===== src/rtl/cedula_pkg.sv =====
// Shared cédula code constants, FSM state type and the one-hot sensor to code mapping.
package cedula_pkg;

  localparam logic [0:3] CODE_NONE = 4'b0000;
  localparam logic [0:3] CODE_R2   = 4'b0001;
  localparam logic [0:3] CODE_R5   = 4'b0010;
  localparam logic [0:3] CODE_R10  = 4'b0011;
  localparam logic [0:3] CODE_R20  = 4'b0100;
  localparam logic [0:3] CODE_R50  = 4'b0101;
  localparam logic [0:3] CODE_R100 = 4'b0110;
  localparam logic [0:3] CODE_R200 = 4'b0111;
  localparam logic [0:3] CODE_ERR  = 4'b1110;

  typedef enum logic [2:0] {
    ST_IDLE,
    ST_DEBOUNCE,
    ST_OFFER,
    ST_RELEASE,
    ST_FAULT
  } state_t;

  // Sensor index i maps to code i+1; more than one active line is an error.
  function automatic logic [0:3] onehot_to_code(input logic [0:6] lines);
    logic [0:3] code;
    logic [2:0] hits;
    code = CODE_NONE;
    hits = 3'd0;
    for (int i = 0; i < 7; i++) begin
      if (lines[i]) begin
        hits = hits + 3'd1;
        code = 4'(i + 1);
      end
    end
    if (hits > 3'd1) code = CODE_ERR;
    return code;
  endfunction

endpackage


===== src/rtl/cedula_debouncer.sv =====
// Two-flop synchronizer on the sensor lines plus a saturating count of cycles the synchronized pattern has held.
// stable is low in the cycle where s has just changed, so a stale count is never trusted across a change.
module cedula_debouncer #(
  parameter logic [23:0] SAT = 24'd5000000
) (
  input  logic        clk,
  input  logic        rst,
  input  logic [0:6]  note_in,
  output logic [0:6]  s,
  output logic [23:0] count,
  output logic        stable
);

  logic [0:6] meta;
  logic [0:6] s_prev;

  always_ff @(posedge clk) begin
    if (rst) begin
      meta   <= '0;
      s      <= '0;
      s_prev <= '0;
      count  <= '0;
    end else begin
      meta   <= note_in;
      s      <= meta;
      s_prev <= s;
      if (s != s_prev) begin
        count <= '0;
      end else if (count != SAT) begin
        count <= count + 24'd1;
      end
    end
  end

  assign stable = (s == s_prev);

endmodule


===== src/rtl/cedula_encoder.sv =====
// Debounces the banknote sensors and offers each accepted note once as a 4-bit code on valid/ready.
// Valid appears DEBOUNCE_CYCLES+2 edges after a stable press; code and valid hold while ready is low.
module cedula_encoder
  import cedula_pkg::*;
#(
  parameter logic [15:0] DEBOUNCE_CYCLES = 16'd50000,
  parameter logic [23:0] STUCK_CYCLES    = 24'd5000000
) (
  input  logic       clk,
  input  logic       rst,
  input  logic [0:6] note_in,
  input  logic       clear,
  output logic [0:3] code_out,
  output logic       code_valid,
  input  logic       code_ready,
  output logic       err_stuck
);

  localparam logic [23:0] DEB_LAST   = {8'd0, DEBOUNCE_CYCLES} - 24'd1;
  localparam logic [23:0] STUCK_LAST = STUCK_CYCLES - 24'd1;

  state_t      state;
  logic [23:0] rel_cnt;
  logic [0:6]  s;
  logic [23:0] count;
  logic        stable;
  logic        settled;

  cedula_debouncer #(
    .SAT(STUCK_CYCLES)
  ) u_debouncer (
    .clk    (clk),
    .rst    (rst),
    .note_in(note_in),
    .s      (s),
    .count  (count),
    .stable (stable)
  );

  assign settled = stable && (count >= DEB_LAST);

  always_ff @(posedge clk) begin
    if (rst) begin
      state      <= ST_IDLE;
      code_out   <= CODE_NONE;
      code_valid <= 1'b0;
      err_stuck  <= 1'b0;
      rel_cnt    <= '0;
    end else if (clear) begin
      state      <= ST_IDLE;
      code_valid <= 1'b0;
      if (state == ST_FAULT) begin
        code_out  <= CODE_NONE;
        err_stuck <= 1'b0;
      end
    end else begin
      case (state)
        ST_IDLE: begin
          if (s != '0) state <= ST_DEBOUNCE;
        end
        ST_DEBOUNCE: begin
          if (s == '0) begin
            state <= ST_IDLE;
          end else if (settled) begin
            state      <= ST_OFFER;
            code_out   <= onehot_to_code(s);
            code_valid <= 1'b1;
          end
        end
        ST_OFFER: begin
          if (code_ready) begin
            state      <= ST_RELEASE;
            code_valid <= 1'b0;
            rel_cnt    <= '0;
          end
        end
        ST_RELEASE: begin
          // A release seen on the limit cycle takes precedence over the stuck error.
          if (s == '0) begin
            rel_cnt <= '0;
            if (settled) state <= ST_IDLE;
          end else if (rel_cnt >= STUCK_LAST) begin
            state     <= ST_FAULT;
            err_stuck <= 1'b1;
            code_out  <= CODE_ERR;
          end else begin
            rel_cnt <= rel_cnt + 24'd1;
          end
        end
        ST_FAULT: begin
          state <= ST_FAULT;
        end
        default: begin
          state <= ST_IDLE;
        end
      endcase
    end
  end

endmodule


===== config.mk =====
export PLATFORM = sky130hd
export DESIGN_NAME = cedula_encoder
export DESIGN_NICKNAME = d
export VERILOG_FILES = /design/src/rtl/cedula_pkg.sv /design/src/rtl/cedula_debouncer.sv /design/src/rtl/cedula_encoder.sv
export SDC_FILE = /design/constraint.sdc
export NUM_CORES = 1
export LEC_CHECK = 0
export CORE_UTILIZATION = 35
export DETAILED_ROUTE_END_ITERATION = 10
export GPL_TIMING_DRIVEN = 1
export PLACE_DENSITY = 0.49
export RECOVER_POWER = 100
export SYNTH_ARGS = -nofsm -noshare
export SYNTH_HDL_FRONTEND = slang
export SYNTH_HIERARCHICAL = 1
export SYNTH_SLANG_ARGS = --single-unit

===== constraint.sdc =====
create_clock -name clk -period 4.6 [get_ports clk]
set_input_delay 0.92 -clock clk [delete_from_list [all_inputs] [get_ports clk]]
set_output_delay 0.92 -clock clk [all_outputs]
set_load 0.05 [all_outputs]

==> out/qor.csv <==
metric,value,unit
crit path launch,u_debouncer/s[1],
CTS Root Cell,clkbuf_16,
yosys warns,6,
max_slew headroom,25.0,%
worst reg-to-reg path cell count,19,
combinational family with the most area after synthesis,simple AND/OR/NAND/NOR gates,
Final Max Tran Viols,0,
WP depth,19,
Synth Flop Type,dfxtp_1,
initial DRC count,246,
fillers,1185,
Final Net Count,517,
Final setup viols,0,
Tot Pwr,1.55,mW
flop2flop setup slack,0.43,ns
clock sink total,78,
"CTS clk-pin slew, worst paths",0.06,ns
share of flip-flops with an asynchronous set or reset,0,%
Compound-Gate Fraction of Synth Area,17.1,%
largest net degree at the start of global routing,28,
Worst R2R Start,u_debouncer/s[1],
crit-path max FO,7,
run status,"finished, final reports clean",
kind of start point of the critical path,flip-flop,
Core Box Area,11400,µm²
"Largest stage delay, worst path",0.46,ns
Power per Cell Area,332,nW/µm²
final-report hold violation count,0,
CP cell instances,inv_1 -> ha_1 -> xnor2_2 -> inv_1 -> ha_1 -> nand3b_1 -> mux2_2 -> o311ai_0 -> inv_1 -> ha_1 -> nand2_1 -> o21ai_0 -> ha_1 -> nand2_1 -> xnor2_1 -> xnor2_1 -> mux2i_2 -> nor3_1 -> o2bb2ai_1,
DIE HEIGHT,110,µm
syn nets,508,
clk_skew,0.00704,ns
dpl hpwl,6270,µm
XOR/XNOR share of the synthesized area,5.96,%
post-synthesis cell area,4110,µm²
# IOs,17,
adder-cell share of the synthesized area,3.35,%
routed vias/inst,5.30,
final cell count without fillers,643,
number of global-route vias before repair,3170,
Max H-tree Level,3,
"commonest non-fill, non-tap cell in the layout",dfxtp_1,
# diodes,0,
Initial Utilization,36.0,%
Post-CTS Setup Inserts,0,
Post-synth EDFFs,0,
Die X-Extent,110,µm
drt pass-1 iters,4,
post-layout min period,4.17,ns
first-pass GRT wire length,15300,µm
clk buf depth,2,
post-synthesis sequential area ratio,38.0,%
crit path to,code_out[2],
Worst EP required,4.87,ns
distinct cell type count after synthesis,61,
worst path arrival time,4.44,ns
post-synthesis mux area share,1.49,%
Seq cells post-synth,78,
clk_lat worst skew,0.34,ns
Top Family by Delay on Critical Path,adder cells,
layout cells sized above 1,5.80,%
placed insts,627,
Synth Area per Inst,8.46,µm²
most frequent cells in the layout,"dfxtp_1 (78), a21oi_1 (41), nand2_1 (36)",
TritonCTS clock tree,done,
Tightest Pin Transition,1.12,ns
Final period util,90.6,%
GRT overflow,0,
Avg WL per Cell,14.1,µm
max-cap violations,0,
RSZ-0062 raised after global routing,false,
row count,39,
RR Endpoint,code_out[2],
P&R area growth vs syn,13.4,%
initial antenna violation count,0,
Num CTS Buffers,9,
Total Routing Usage GR,16.3,%
Worst setup EP type,flip-flop,
worst vdd ir,0.000224,V
Hold WC Path Type,reg2reg,
CP Class,reg2reg,
most frequent CP cell,ha_1,
Slowest cell on crit path,dfxtp_1,
Fmax,0.240,GHz
DR vias,3409,
setup TNS,0,ns
cells after synthesis,486,
"Core Util, Final",40.8,%
Critical path buffers and inverters,3,
gp weighted congestion,0.759,
die area,12200,µm²
WL final,9070,µm
leak pwr,1.60,nW
count of input and output buffers,16,
Simple-Gate Fraction of Synth Area,30.2,%
# DRC,0,
Routed Antenna Nets,0,
## cell type report
cell class              instances  area, µm²  area share [%]
well taps                     143        179            3.84
multi-input cells             370       2350            50.5
clock buffers                  10        239            5.13
flip-flops and latches         78       1560            33.5
inverters                      17       63.8            1.37
clock inverters                 6       85.1            1.83
repair buffers                 19        179            3.84
## metrics by stage
step,setup WS [ns],cell area (µm²),hold slack (ns)
3_3_place_gp,0.468,4380,0.418
3_5_place_dp,0.274,4380,0.425
6_report,0.434,4660,0.434
2_1_floorplan,0.769,4110,0.414
4_1_cts,0.240,4700,0.439
5_1_grt,0.0227,4660,0.461
## registers in the layout, summed over array words and instances, names as in the netlist
register            count
u_debouncer/count      24
code_valid              1
u_debouncer/s           7
state                   3
u_debouncer/meta        7
rel_cnt                24
code_out                4
u_debouncer/s_prev      7
err_stuck               1
## timing repair
action                     in CTS  in global routing
setup endpoints to repair       0                  4
resized for setup               0                  2
hold buffers                    0                  0
## layer usage
| layer | GRT usage [%] | vias up | wire length, µm |
|---|---|---|---|
| met2 | 24.9 | 30 | 4030 |
| met3 | 3.94 | 15 | 229 |
| met5 | 0 | - | 0 |
| li1 | - | 1785 | - |
| met4 | 6.20 | 0 | 133 |
| met1 | 22.2 | 1579 | 4670 |
## cell families (layout without fill, tap and decap cells)
logic type | Yosys count | after routing
adders and majority gates | 11 | 11
xor gates and xnor gates | 28 | 28
DFF | 78 | 78
and+or+nand+nor | 218 | 218
muxes | 6 | 6
AOI/OAI and AO/OA | 107 | 107
buffers and inverters | 38 | 52
## Yosys cell counts (all sizes together), types with 4 or more instances
cell	number	area share [%]
dfxtp	78	38
a21oi	41	5.0
nand2	36	3.3
nor2	30	2.7
o21ai	27	3.4
nand3	25	3.0
nor2b	23	3.5
or3	19	3.0
inv	17	1.6
clkbuf	14	1.3
nand4	14	2.4
xnor2	14	3.0
xor2	14	3.0
nor3	13	1.6
or4	13	2.6
ha	11	3.3
nand2b	8	1.2
and3	7	1.1
buf	7	1.1
nor4	7	1.2
and4	6	1.3
mux2i	5	1.2
o211ai	5	0.91
o31ai	5	0.91
a211o	4	0.85
## power breakdown
group	switching (mW)	internal, mW	leakage [nW]	total [mW]
Combinational	0.0466	0.0382	0.815	0.0848
Clock	0.281	0.487	0.154	0.768
Sequential	0.0114	0.685	0.632	0.696
Total	0.339	1.21	1.60	1.55
## how the worst min path moves through the flow
stage	start	to	slack [ns]	cells past startpoint
floorplan	u_debouncer/meta[0]	u_debouncer/s[0]	0.41	1
CTS	u_debouncer/meta[3]	u_debouncer/s[3]	0.44	1
finish	u_debouncer/meta[3]	u_debouncer/s[3]	0.43	1
global placement	u_debouncer/meta[0]	u_debouncer/s[0]	0.42	1
detailed placement	u_debouncer/meta[3]	u_debouncer/s[3]	0.42	1
global route	u_debouncer/meta[1]	u_debouncer/s[1]	0.46	1
Power figures use the tool's default switching activity.
